==> src/rtl/tdc_pkg.sv <==
// Shared types and default widths for the TDC measurement sequencer.
// The result struct carries one completed measurement at the default widths.
package tdc_pkg;

  localparam int COARSE_W_DEF = 16;
  localparam int FINE_W_DEF   = 8;

  typedef enum logic [2:0] {
    IDLE    = 3'd0,
    ARMED   = 3'd1,
    CAPTURE = 3'd2,
    OUTPUT  = 3'd3,
    DEAD    = 3'd4
  } tdc_state_e;

  typedef struct packed {
    logic                    timeout;
    logic [COARSE_W_DEF-1:0] coarse;
    logic [FINE_W_DEF-1:0]   fine;
  } tdc_result_t;

endpackage

==> src/rtl/tdc_coarse_counter.sv <==
// Coarse cycle counter with synchronous clear, enable and an equality flag
// against a latched limit; it parks at the limit instead of wrapping.
module tdc_coarse_counter
  import tdc_pkg::*;
#(
  parameter int COARSE_W = COARSE_W_DEF
) (
  input  logic                clk,
  input  logic                rst,
  input  logic                clear,
  input  logic                enable,
  input  logic [COARSE_W-1:0] limit,
  output logic [COARSE_W-1:0] count,
  output logic                at_limit
);

  assign at_limit = (count == limit);

  // Holding at the limit keeps an all-ones timeout from rolling over to zero.
  always_ff @(posedge clk or posedge rst) begin
    if (rst) begin
      count <= '0;
    end else if (clear) begin
      count <= '0;
    end else if (enable && !at_limit) begin
      count <= count + COARSE_W'(1);
    end
  end

endmodule

==> src/rtl/tdc_meas_ctrl.sv <==
// Measurement sequencer for one TDC channel: arms the hit path, times the stop
// in coarse cycles, captures the fine code and hands the result to readout.
module tdc_meas_ctrl
  import tdc_pkg::*;
#(
  parameter int COARSE_W = COARSE_W_DEF,
  parameter int FINE_W   = FINE_W_DEF,
  parameter int DEAD_CYC = 4
) (
  input  logic                clk,
  input  logic                rst,
  input  logic                start,
  input  logic [COARSE_W-1:0] timeout_cfg,
  input  logic                sf_valid,
  input  logic                sf_finish,
  input  logic [FINE_W-1:0]   fine_code,
  output logic                arm,
  output logic                busy,
  output logic                res_valid,
  input  logic                res_ready,
  output logic [COARSE_W-1:0] res_coarse,
  output logic [FINE_W-1:0]   res_fine,
  output logic                res_timeout,
  output logic                err_start,
  output logic                err_stray,
  output logic                err_proto
);

  localparam int DEAD_W = (DEAD_CYC > 0) ? $clog2(DEAD_CYC + 1) : 1;
  localparam logic [DEAD_W-1:0] DEAD_LAST = DEAD_W'((DEAD_CYC > 0) ? DEAD_CYC - 1 : 0);

  tdc_state_e          state_q, state_d;
  logic [COARSE_W-1:0] limit_q;
  logic [COARSE_W-1:0] count;
  logic                at_limit;
  logic                cnt_clear, cnt_en;
  logic                latch_limit, cap_stop, cap_tmo, proto_d;
  logic                cap_cnt_q, cap_cnt_d;
  logic [DEAD_W-1:0]   dead_cnt_q, dead_cnt_d;

  tdc_coarse_counter #(
    .COARSE_W (COARSE_W)
  ) u_coarse (
    .clk      (clk),
    .rst      (rst),
    .clear    (cnt_clear),
    .enable   (cnt_en),
    .limit    (limit_q),
    .count    (count),
    .at_limit (at_limit)
  );

  always_ff @(posedge clk or posedge rst) begin
    if (rst) begin
      state_q    <= IDLE;
      cap_cnt_q  <= 1'b0;
      dead_cnt_q <= '0;
    end else begin
      state_q    <= state_d;
      cap_cnt_q  <= cap_cnt_d;
      dead_cnt_q <= dead_cnt_d;
    end
  end

  always_comb begin
    state_d     = state_q;
    cnt_clear   = 1'b0;
    cnt_en      = 1'b0;
    latch_limit = 1'b0;
    cap_stop    = 1'b0;
    cap_tmo     = 1'b0;
    proto_d     = 1'b0;
    cap_cnt_d   = cap_cnt_q;
    dead_cnt_d  = dead_cnt_q;
    unique case (state_q)
      IDLE: begin
        cnt_clear = 1'b1;
        if (start) begin
          latch_limit = 1'b1;
          state_d     = ARMED;
        end
      end
      ARMED: begin
        cnt_en = 1'b1;
        // A stop seen in the limit cycle is still a real hit, so it wins.
        if (sf_valid) begin
          cap_stop  = 1'b1;
          cap_cnt_d = 1'b0;
          state_d   = CAPTURE;
        end else if (at_limit) begin
          cap_tmo = 1'b1;
          state_d = OUTPUT;
        end
      end
      CAPTURE: begin
        if (sf_finish) begin
          state_d = OUTPUT;
        end else if (cap_cnt_q) begin
          proto_d = 1'b1;
          state_d = OUTPUT;
        end else begin
          cap_cnt_d = 1'b1;
        end
      end
      OUTPUT: begin
        // res_valid is high throughout OUTPUT, so ready alone completes the handshake.
        if (res_ready) begin
          dead_cnt_d = '0;
          state_d    = (DEAD_CYC == 0) ? IDLE : DEAD;
        end
      end
      DEAD: begin
        if (dead_cnt_q == DEAD_LAST) begin
          state_d = IDLE;
        end else begin
          dead_cnt_d = dead_cnt_q + DEAD_W'(1);
        end
      end
      default: state_d = IDLE;
    endcase
  end

  // Outputs are registered from the next state so they line up with it.
  always_ff @(posedge clk or posedge rst) begin
    if (rst) begin
      arm         <= 1'b0;
      busy        <= 1'b0;
      res_valid   <= 1'b0;
      res_coarse  <= '0;
      res_fine    <= '0;
      res_timeout <= 1'b0;
      err_start   <= 1'b0;
      err_stray   <= 1'b0;
      err_proto   <= 1'b0;
      limit_q     <= '0;
    end else begin
      arm       <= (state_d == ARMED);
      busy      <= (state_d != IDLE);
      res_valid <= (state_d == OUTPUT);
      err_start <= start && (state_q != IDLE);
      err_stray <= sf_valid && ((state_q == IDLE) || (state_q == DEAD));
      err_proto <= proto_d;
      if (latch_limit) begin
        limit_q <= timeout_cfg;
      end
      if (cap_stop) begin
        res_coarse  <= count;
        res_fine    <= fine_code;
        res_timeout <= 1'b0;
      end else if (cap_tmo) begin
        res_coarse  <= limit_q;
        res_fine    <= '0;
        res_timeout <= 1'b1;
      end
    end
  end

endmodule
==> config.mk <==
export PLATFORM = sky130hd
export DESIGN_NAME = tdc_meas_ctrl
export DESIGN_NICKNAME = d
export VERILOG_FILES = /design/src/rtl/tdc_pkg.sv /design/src/rtl/tdc_coarse_counter.sv /design/src/rtl/tdc_meas_ctrl.sv
export SDC_FILE = /design/constraint.sdc
export NUM_CORES = 1
export LEC_CHECK = 0
export BUFFER_PORTS_ARGS = -buffer_cell sky130_fd_sc_hd__buf_2
export CAP_MARGIN = 20
export CORE_ASPECT_RATIO = 0.5
export CORE_MARGIN = 3
export CORE_UTILIZATION = 31
export CTS_BUF_LIST = sky130_fd_sc_hd__clkbuf_16
export DETAILED_ROUTE_END_ITERATION = 8
export PLACE_DENSITY = 0.48
export SYNTH_ARGS = -nofsm -noshare
export SYNTH_HDL_FRONTEND = slang
export SYNTH_SLANG_ARGS = --single-unit
==> constraint.sdc <==
create_clock -name clk -period 3.9 [get_ports clk]
set_input_delay 0.39 -clock clk [delete_from_list [all_inputs] [get_ports clk]]
set_output_delay 0.39 -clock clk [all_outputs]
set_load 0.005 [all_outputs]
# Word-level counts from Yosys, hierarchy flattened
# Index checks and enable logic that the tools add are counted.
# word_totals
register_bits,70
in_bits,30
output_inout_bits,31
word_cells,76
# classes
add_sub_neg,2
n_eq_ne,12
n_mux,34
n_reduce_logical,14
# ops
cell,n
16-bit 2-to-1 mux,4
3-bit 2-to-1 mux,9
16-bit by 1-bit adder with 16-bit output (second input constant),1
16-bit equality test,1
1-bit 2-to-1 mux,16
8-bit 2-to-1 mux,2
3-bit case mux with 5 select lines,1
3-bit by 2-bit equality test with 1-bit output (second input constant),4
2-bit != test (second input constant),4
2-bit nonzero test,4
3-bit by 1-bit equality test with 1-bit output (second input constant),2
3-bit case mux with 2 select lines,1
3-bit AND reduction,2
3-bit nonzero test,2
3-bit by 1-bit adder with 3-bit output (second input constant),1
3-bit equality test (second input constant),1
1-bit logical AND,3
3-bit zero test,1
1-bit case mux with 2 select lines,1
1-bit zero test,1
1-bit logical OR,1

# Longest topological paths before layout
# Gate-level depths: netlist of run 1.
# depth
depth_word,6
depth_mapped,8
mapped_depth_nobuf,5

# Hierarchy
# From an unflattened synthesis of run 1, not the netlist that was laid out.
# unflattened
hier_cells,293
area_unflattened_um2,3363.2
# by_module_without_submodules
mod,instances,cells_per_inst,area_per_inst_um2,seq_area_each_um2
tdc_meas_ctrl,1,182,2275.9,1351.3
tdc_coarse_counter,1,111,1087.3,400.4

# Least setup slack after synthesis of run 1
# OpenSTA, ideal clock, no wires.
# synth_timing
path_kind,flip-flop to flip-flop
from,reg u_coarse.count[4]
to,reg res_fine[0]
setup_ns,0.121
arrival_ns,1.621
required_time_ns,3.779
setup_slack_ns,2.158
stages_incl_launch_ff,8
n_path_buf,2
period_less_slack_ns,1.742
path_cell_list,dfrtp_1 buf_6 xor2_1 nor4_2 and4_1 buf_4 o21ai_2 a22o_1
# synth_via
elab_chain_len,5
# synth_lines
item,line,rtl
"start, declared",tdc_coarse_counter.sv:13,"output logic [COARSE_W-1:0] count,"
"start signal, assigned",tdc_coarse_counter.sv:26,count <= count + COARSE_W'(1);
16-bit equality test,tdc_coarse_counter.sv:17,assign at_limit = (count == limit);
1-bit 2-to-1 mux,tdc_meas_ctrl.sv:90,end else if (at_limit) begin
1-bit 2-to-1 mux,tdc_meas_ctrl.sv:86,if (sf_valid) begin
1-bit 2-to-1 mux,tdc_meas_ctrl.sv:75,unique case (state_q)
2-bit nonzero test (no source line),-,
"end signal, assigned",tdc_meas_ctrl.sv:148,res_fine <= fine_code;
"end, declared",tdc_meas_ctrl.sv:22,"output logic [FINE_W-1:0] res_fine,"
# No other way between the ends.
# A chain may end at the register's enable or synchronous reset.

# Final worst setup path of run 1
# layout_timing
from,reg u_coarse.count[0]
to,reg res_coarse[0]
# layout_via
elab_chain_len,5
word_cells_on_any_way,6
classes_between,eq/ne (1); mux (4); reduce/logical (1)
# layout_lines
item,line,rtl
16-bit equality test,tdc_coarse_counter.sv:17,
1-bit 2-to-1 mux,tdc_meas_ctrl.sv:90,
1-bit 2-to-1 mux,tdc_meas_ctrl.sv:86,
1-bit 2-to-1 mux,tdc_meas_ctrl.sv:75,
2-bit nonzero test (no source line),-,
"end signal, assigned",tdc_meas_ctrl.sv:147,res_coarse <= count;
"end signal, assigned",tdc_meas_ctrl.sv:151,res_coarse <= limit_q;
"end, declared",tdc_meas_ctrl.sv:21,"output logic [COARSE_W-1:0] res_coarse,"
# Several ways; a longest one is shown, not always the timed one.

==> metrics.md, run 1 <==
| Metric | Value |
|---|---|
| Layout cell share with drive strength beyond 1 | `29.5%` |
| GRT Resource Usage Total | `14.9%` |
| CTS sink cnt | `70` |
| Critical Path End Type | `register` |
| Power Dens Cells | `around 750 nW/um^2` |
| Core Util, Final | `39.8%` |
| CP Launch Type | `register` |
| Synth Area per Inst | `11.2 sq um` |
| Final Skew | `6.50 ps` |
| Synth Area in Adders | `1.11%` |
| Routed vias | `2592` |
| Post-DRT Antenna Nets | `0` |
| Post-synth EDFFs | `0` |
| Initial Utilization | `around 33%` |
| Post-synthesis async set-or-reset flop share | `between 90% and 100%` |
| Hold Path Depth | `2` |
| # port buffers | `60` |
| Worst path required time | `4100 ps` |
| XOR/XNOR share of the synthesized area | `under 10%` |
| Wire per inst | `16.9 microns` |
| Post-Layout Cell Count | `503` |
| Drt pass-1 iters | `4` |
| Max-Cap Viols | `0` |
| Routability cong. | `between 0.7 and 0.8` |
| FF+latch count, synth | `70` |
| CTS tree | `done` |
| Tmin final | `2380 ps` |
| Top_reg_cell synth | `dfrtp_1` |
| Cells after Synth | `a little over 300` |
| Clock Latency Late Sink | `330 ps` |
| Arr. time, crit path | `~2600 ps` |
| Post-Syn Nets | `335` |
| Placed Instances | `485` |
| WP buf/inv | `1` |
| Io pins | `61` |
| Slew Limit Fails | `0` |
| Clk buf depth | `2` |
| RR Endpoint | `res_coarse[0]` |
| Register area share after synthesis | `between 50 and 60%` |
| Max stage delay cell, worst path | `nand4_1` |
| Worst-margin pin slew | `around 810 ps` |
| Post-cts repair resize count | `0` |
| Vias in the first global route | `about 2700` |
| N_diodes | `0` |
| Final setup fails | `0` |
| Critical R2R Launch | `u_coarse.count[0]` |
| Main combinational cell family by area after synthesis | `compound AO/OA/AOI/OAI gates` |
| Remaining Overflow, GRT | `0` |
| Clk slew on worst S/H paths | `~60 ps` |
| Hold Crit Class | `input port to register` |
| Status | `completed` |
| Num CTS Buffers | `9` |
| Crit path kind | `register to register` |
| CP max stage delay | `around 510 ps` |
| Number of core rows | `26` |
| Nets | `between 300 and 400` |
| Multiplexer share of the synthesized area | `around 6.2%` |
| Layout area overhead | `22.2%` |
| Hold Path End | `err_proto` |
| Leakage | `1.91 nW` |
| TNS Setup | `0 ps` |
| Count of cell types in the netlist | `45` |
| Fin. Hold Viols | `0` |
| Largest net degree at the start of global routing | `48` |
| Worst vdd ir | `0.231 mV` |
| Vias per cell | `5.15` |
| CP cell instances | `xor2_1 -> nor4_1 -> nand4_1 -> buf_4 -> o31ai_1 -> a2bb2oi_1` |
| Initial antenna violation count | `1` |
| Share of the clock period used by the worst path | `~61%` |
| RSZ-0062 raised after global routing | `no` |
| Initial DRC count | `approximately 120` |
| Hold Path Origin | `sf_finish` |
| Mapped cell area | `3390 sq um` |
| Worst reg-to-reg path cell count | `6` |
| Cell family with most CP delay | `simple AND/OR/NAND/NOR gates` |
| Compound-Gate Fraction of Synth Area | `roughly 16%` |
| Chip height | `79.9 microns` |
| Die W | `roughly 150 microns` |
| Flop2flop setup slack | `1520 ps` |
| Die area | `12300 sq um` |
| DP HPWL | `approximately 5900 microns` |
| Clk Tree Root Cell | `clkbuf_16` |
| H-tree levels | `3` |
| Final wirelength | `8520 microns` |
| DRC | `0` |
| Setup repair bufs after CTS | `0` |
| First-pass GRT wire length | `14200 microns` |
| Core Region | `10400 sq um` |
| Slew HR | `a little under half` |
| Post-Synth Simple-Gate Area | `16.3%` |
| Syn. warnings | `0` |
| Peak Freq | `420 MHz` |
| CP max FO | `12` |
[per-stage QoR]
stage                     hold WS (ps)  power (mW)  worst slack (ps)  cell area [sq um]
final                              252        3.12              1520               4140
after global routing               250        3.33              1230               4140
after CTS                          239        3.16              1510               4110
after detailed placement           474        2.21              1550               3770
after global placement             462        2.19              1510               3770
after floorplan                    449        1.84              1740               3390
[power by group]
| group | total, mW | internal, mW | switching (mW) |
|---|---|---|---|
| Clock | 0.930 | 0.621 | 0.309 |
| Sequential | 1.26 | 1.01 | 0.253 |
| Combinational | 0.928 | 0.464 | 0.464 |
[sequential cells by signal, summed over array words and instances, names as in the netlist, 3 cells and up]
| name | cells |
|---|---|
| state_q | 3 |
| res_fine | 8 |
| res_coarse | 16 |
| limit_q | 16 |
| dead_cnt_q | 3 |
| u_coarse.count | 16 |
[layout by cell type (no fill, tap or decap), drive strengths merged, types with 9 or more instances in the layout]
cell type,instances
dfrtp,70
nand2,16
xor2,16
a21oi,10
mux2,16
nand3,11
o21ai,10
nand2b,17
buf,66
a2bb2oi,15
clkbuf,9
o31ai,21
[how the worst max path moves through the flow]
stage	from	to	slack, ps	cells after the start
2_1_floorplan	rst	arm	1740	1
3_3_place_gp	u_coarse.count[0]	res_coarse[14]	1510	6
3_5_place_dp	u_coarse.count[0]	res_coarse[14]	1550	6
4_1_cts	u_coarse.count[0]	res_coarse[13]	1510	6
5_1_grt	u_coarse.count[0]	res_coarse[15]	1230	6
6_report	u_coarse.count[0]	res_coarse[0]	1520	6
[cells in the mapped netlist (3+ instances only)]
master | n | area [sq um]
dfrtp_1 | 70 | 1750
o31ai_1 | 21 | 158
nand2b_1 | 17 | 106
mux2_2 | 16 | 180
xor2_1 | 16 | 140
a2bb2oi_1 | 15 | 131
nand2_1 | 14 | 52.6
nand3_1 | 11 | 55.1
a21oi_1 | 10 | 50.1
clkbuf_1 | 9 | 33.8
o21ai_0 | 9 | 45.0
a22o_1 | 8 | 70.1
nand4_1 | 8 | 50.1
nor2_1 | 6 | 22.5
nor3_1 | 6 | 30.0
or3_1 | 6 | 37.5
and2_1 | 5 | 31.3
buf_6 | 4 | 45.0
inv_1 | 4 | 15.0
nor4_1 | 4 | 25.0
and3_1 | 3 | 18.8
and4_1 | 3 | 26.3
buf_4 | 3 | 22.5
ha_1 | 3 | 37.5
mux2i_1 | 3 | 30.0
o211ai_1 | 3 | 22.5
[cells by family after synthesis]
group,after synthesis
flip-flops,70
multiplexers,19
buffers and inverters,26
AO/OA/AOI/OAI,75
AND/OR/NAND/NOR,93
adder cells (fa/ha/maj),3
XOR/XNOR,16
[timing repair]
action,in CTS,in global routing
hold endpoints to repair,0,6
hold buffers,0,1
endpoints found under the setup margin,0,0
[per-layer routing]
metal / GRT usage (%) / part of all wire (%)
met1: 20.7 / 51
met2: 21.6 / 42
met3: 5.20 / 6.4
met4: 4.58 / 1.0
met5: 0 / 0.15
[cell type report]
class | instances | area [sq um]
sequential | 70 | 1750
fill | 1007 | 6270
clock inverter | 7 | 114
timing repair buffer | 67 | 368
multi-input combinational | 206 | 1490
tap | 140 | 175
clock buffer | 9 | 225
inverter | 4 | 15.0
No activity file was read; power rests on OpenSTA's default activity.
==> inputs of run 2 (changes only) <==
PLACE_DENSITY = 0.5   (was 0.48)
clock period = 2.1 ns   (was 3.9 ns; I/O delays follow)
==> run 2 against run 1 <==
Against the previous run:
- routed wire length rose by 3.3%
- non-clock buffer count increased by 15
- die area did not move
- clock power is 67% higher
- clock skew fell by 1.5 ps
- hold slack worse by 170 ps
- design area is 2.2% higher
- sequential share of layout area shrank 0.92 points
- critical path type unchanged
==> metrics.md, run 2 (same netlist as run 1, synthesis figures left out) <==
| Metric | Value |
|---|---|
| Fin. Hold Viols | `0` |
| Drt pass-1 iters | `4` |
| Largest net degree at the start of global routing | `71` |
| TNS Setup | `0 ps` |
| Core Util, Final | `40.7%` |
| Worst vdd ir | `0.476 mV` |
| DP HPWL | `6210 microns` |
| Num CTS Buffers | `9` |
| # port buffers | `60` |
| Final Skew | `4.99 ps` |
| Layout area overhead | `25.0%` |
| Most frequent cells in the layout | `70 x dfrtp_1, 60 x buf_2, 21 x o31ai_1, 20 x buf_4, 17 x nand2b_1` |
| Worst-margin pin slew | `approximately 530 ps` |
| CP Launch Type | `register` |
| Wire per inst | `between 15 and 20 microns` |
| Crit path kind | `register to register` |
| Final-layout fill cell count | `1044` |
| Design Power | `5.72 mW` |
| CTS sink cnt | `70` |
| CP cell instances | `xor2_1 -> nor4_1 -> and4_1 -> buf_4 -> or4_1 -> a21oi_1` |
| Power Dens Cells | `about 1400 nW/um^2` |
| Die area | `12300 sq um` |
| Commonest non-fill, non-tap cell in the layout | `dfrtp_1` |
| Arr. time, crit path | `2230 ps` |
| Layout cell share with drive strength beyond 1 | `31.7%` |
| GRT Resource Usage Total | `15.2%` |
| Routability cong. | `0.857` |
| Hold Crit Class | `input port to register` |
| Initial antenna violation count | `0` |
| FF/Latch Area | `1750 sq um` |
| Clk buf depth | `2` |
| Slew HR | `64.4%` |
| Setup repair bufs after CTS | `0` |
| Remaining Overflow, GRT | `0` |
| CTS tree | `done` |
| Vias in the first global route | `2680` |
| H-tree levels | `3` |
| Initial Utilization | `32.6%` |
| N_diodes | `0` |
| Tmin final | `1980 ps` |
| Worst path required time | `2350 ps` |
| Core Region | `10400 sq um` |
| Initial DRC count | `130` |
| Slew Limit Fails | `0` |
| Leakage | `1.98 nW` |
| Vias per cell | `a little over 5` |
| Peak Freq | `just over 500 MHz` |
| Clk Tree Root Cell | `clkbuf_16` |
| Status | `completed` |
| Top flop regs | `limit_q x16, res_coarse x16, u_coarse.count x16` |
| Clock Latency Late Sink | `between 300 and 400 ps` |
| WP buf/inv | `1` |
| Share of the clock period used by the worst path | `between 90% and 100%` |
| Cell family with most CP delay | `simple AND/OR/NAND/NOR gates` |
| Chip height | `about 80 microns` |
| Die W | `about 150 microns` |
| Routed vias | `around 2600` |
| Final instance area | `4240 sq um` |
| Critical Path End Type | `register` |
| Post-DRT Antenna Nets | `0` |
| Clk slew on worst S/H paths | `approximately 60 ps` |
| Max-Cap Viols | `0` |
| Area of the multi-input gates | `1510 sq um` |
| CP max stage delay | `500 ps` |
| Post-Layout Cell Count | `518` |
| Nets | `406` |
| Final setup fails | `0` |
| Number of core rows | `26` |
| Max stage delay cell, worst path | `or4_1` |
| Placed Instances | `501` |
| Flop2flop setup slack | `120 ps` |
| Dpl cell area | `3910 sq um` |
| First-pass GRT wire length | `14600 microns` |
| Final wirelength | `8810 microns` |
| Io pins | `a little over 60` |
| DRC | `0` |
| CP max FO | `15` |
| RSZ-0062 raised after global routing | `no` |
run 2: repair_timing:
item / CTS / global route
endpoints found under the setup margin: 0 / 5
hold buffers: 1 / 0
resized for setup: 0 / 2
endpoints found under the hold margin: 70 / 0
run 2: cell type report:
cell class	count	share of cell area (%)
multi-input cells	206	35.6
clock inverters	7	1.89
well taps	140	4.14
repair buffers	82	11.3
clock buffers	9	5.32
flip-flops and latches	70	41.4
inverters	4	0.355
run 2: path summary, 6_finish.rpt:
| path | start | cells past startpoint | end |
|---|---|---|---|
| setup / recovery | u_coarse.count[6] | 6 | u_coarse.count[14] |
| hold / removal | sf_finish | 2 | err_proto |
| hold reg to reg | dead_cnt_q[2] | 2 | dead_cnt_q[2] |
| max in group asynchronous | rst | 4 | res_coarse[11] |
| setup reg to reg | u_coarse.count[6] | 6 | u_coarse.count[14] |
| min in group asynchronous | rst | 4 | res_fine[0] |
run 2: through the flow:
stage | hold slack, ps | setup WS, ps
after global routing | 82.2 | 4.74
final | 82.4 | 123
after detailed placement | 318 | 123
after floorplan | 283 | 122
after CTS | 79.4 | 102
after global placement | 315 | 148
run 2: report_power, final:
part / internal, mW / switching, mW
Combinational: 0.937 / 0.955
Sequential: 1.87 / 0.400
Clock: 1.02 / 0.535
Total: 3.83 / 1.89
run 2: layer usage:
layer | GRT usage [%] | wire length (microns) | vias to the layer above | part of all wire, %
met3 | 4.44 | 461 | 6 | 5.2
met4 | 4.05 | 61 | 0 | 0.69
met5 | 0 | 0 | - | 0
met1 | 21.5 | 4560 | 1284 | 52
met2 | 22.8 | 3720 | 58 | 42
li1 | - | - | 1270 | -
run 2: worst register-to-register path: stages, from the launching register on:
cell,delay (ps)
dfrtp_1,460
xor2_1,240
nor4_1,100
and4_1,250
buf_4,210
or4_1,510
a21oi_1,140
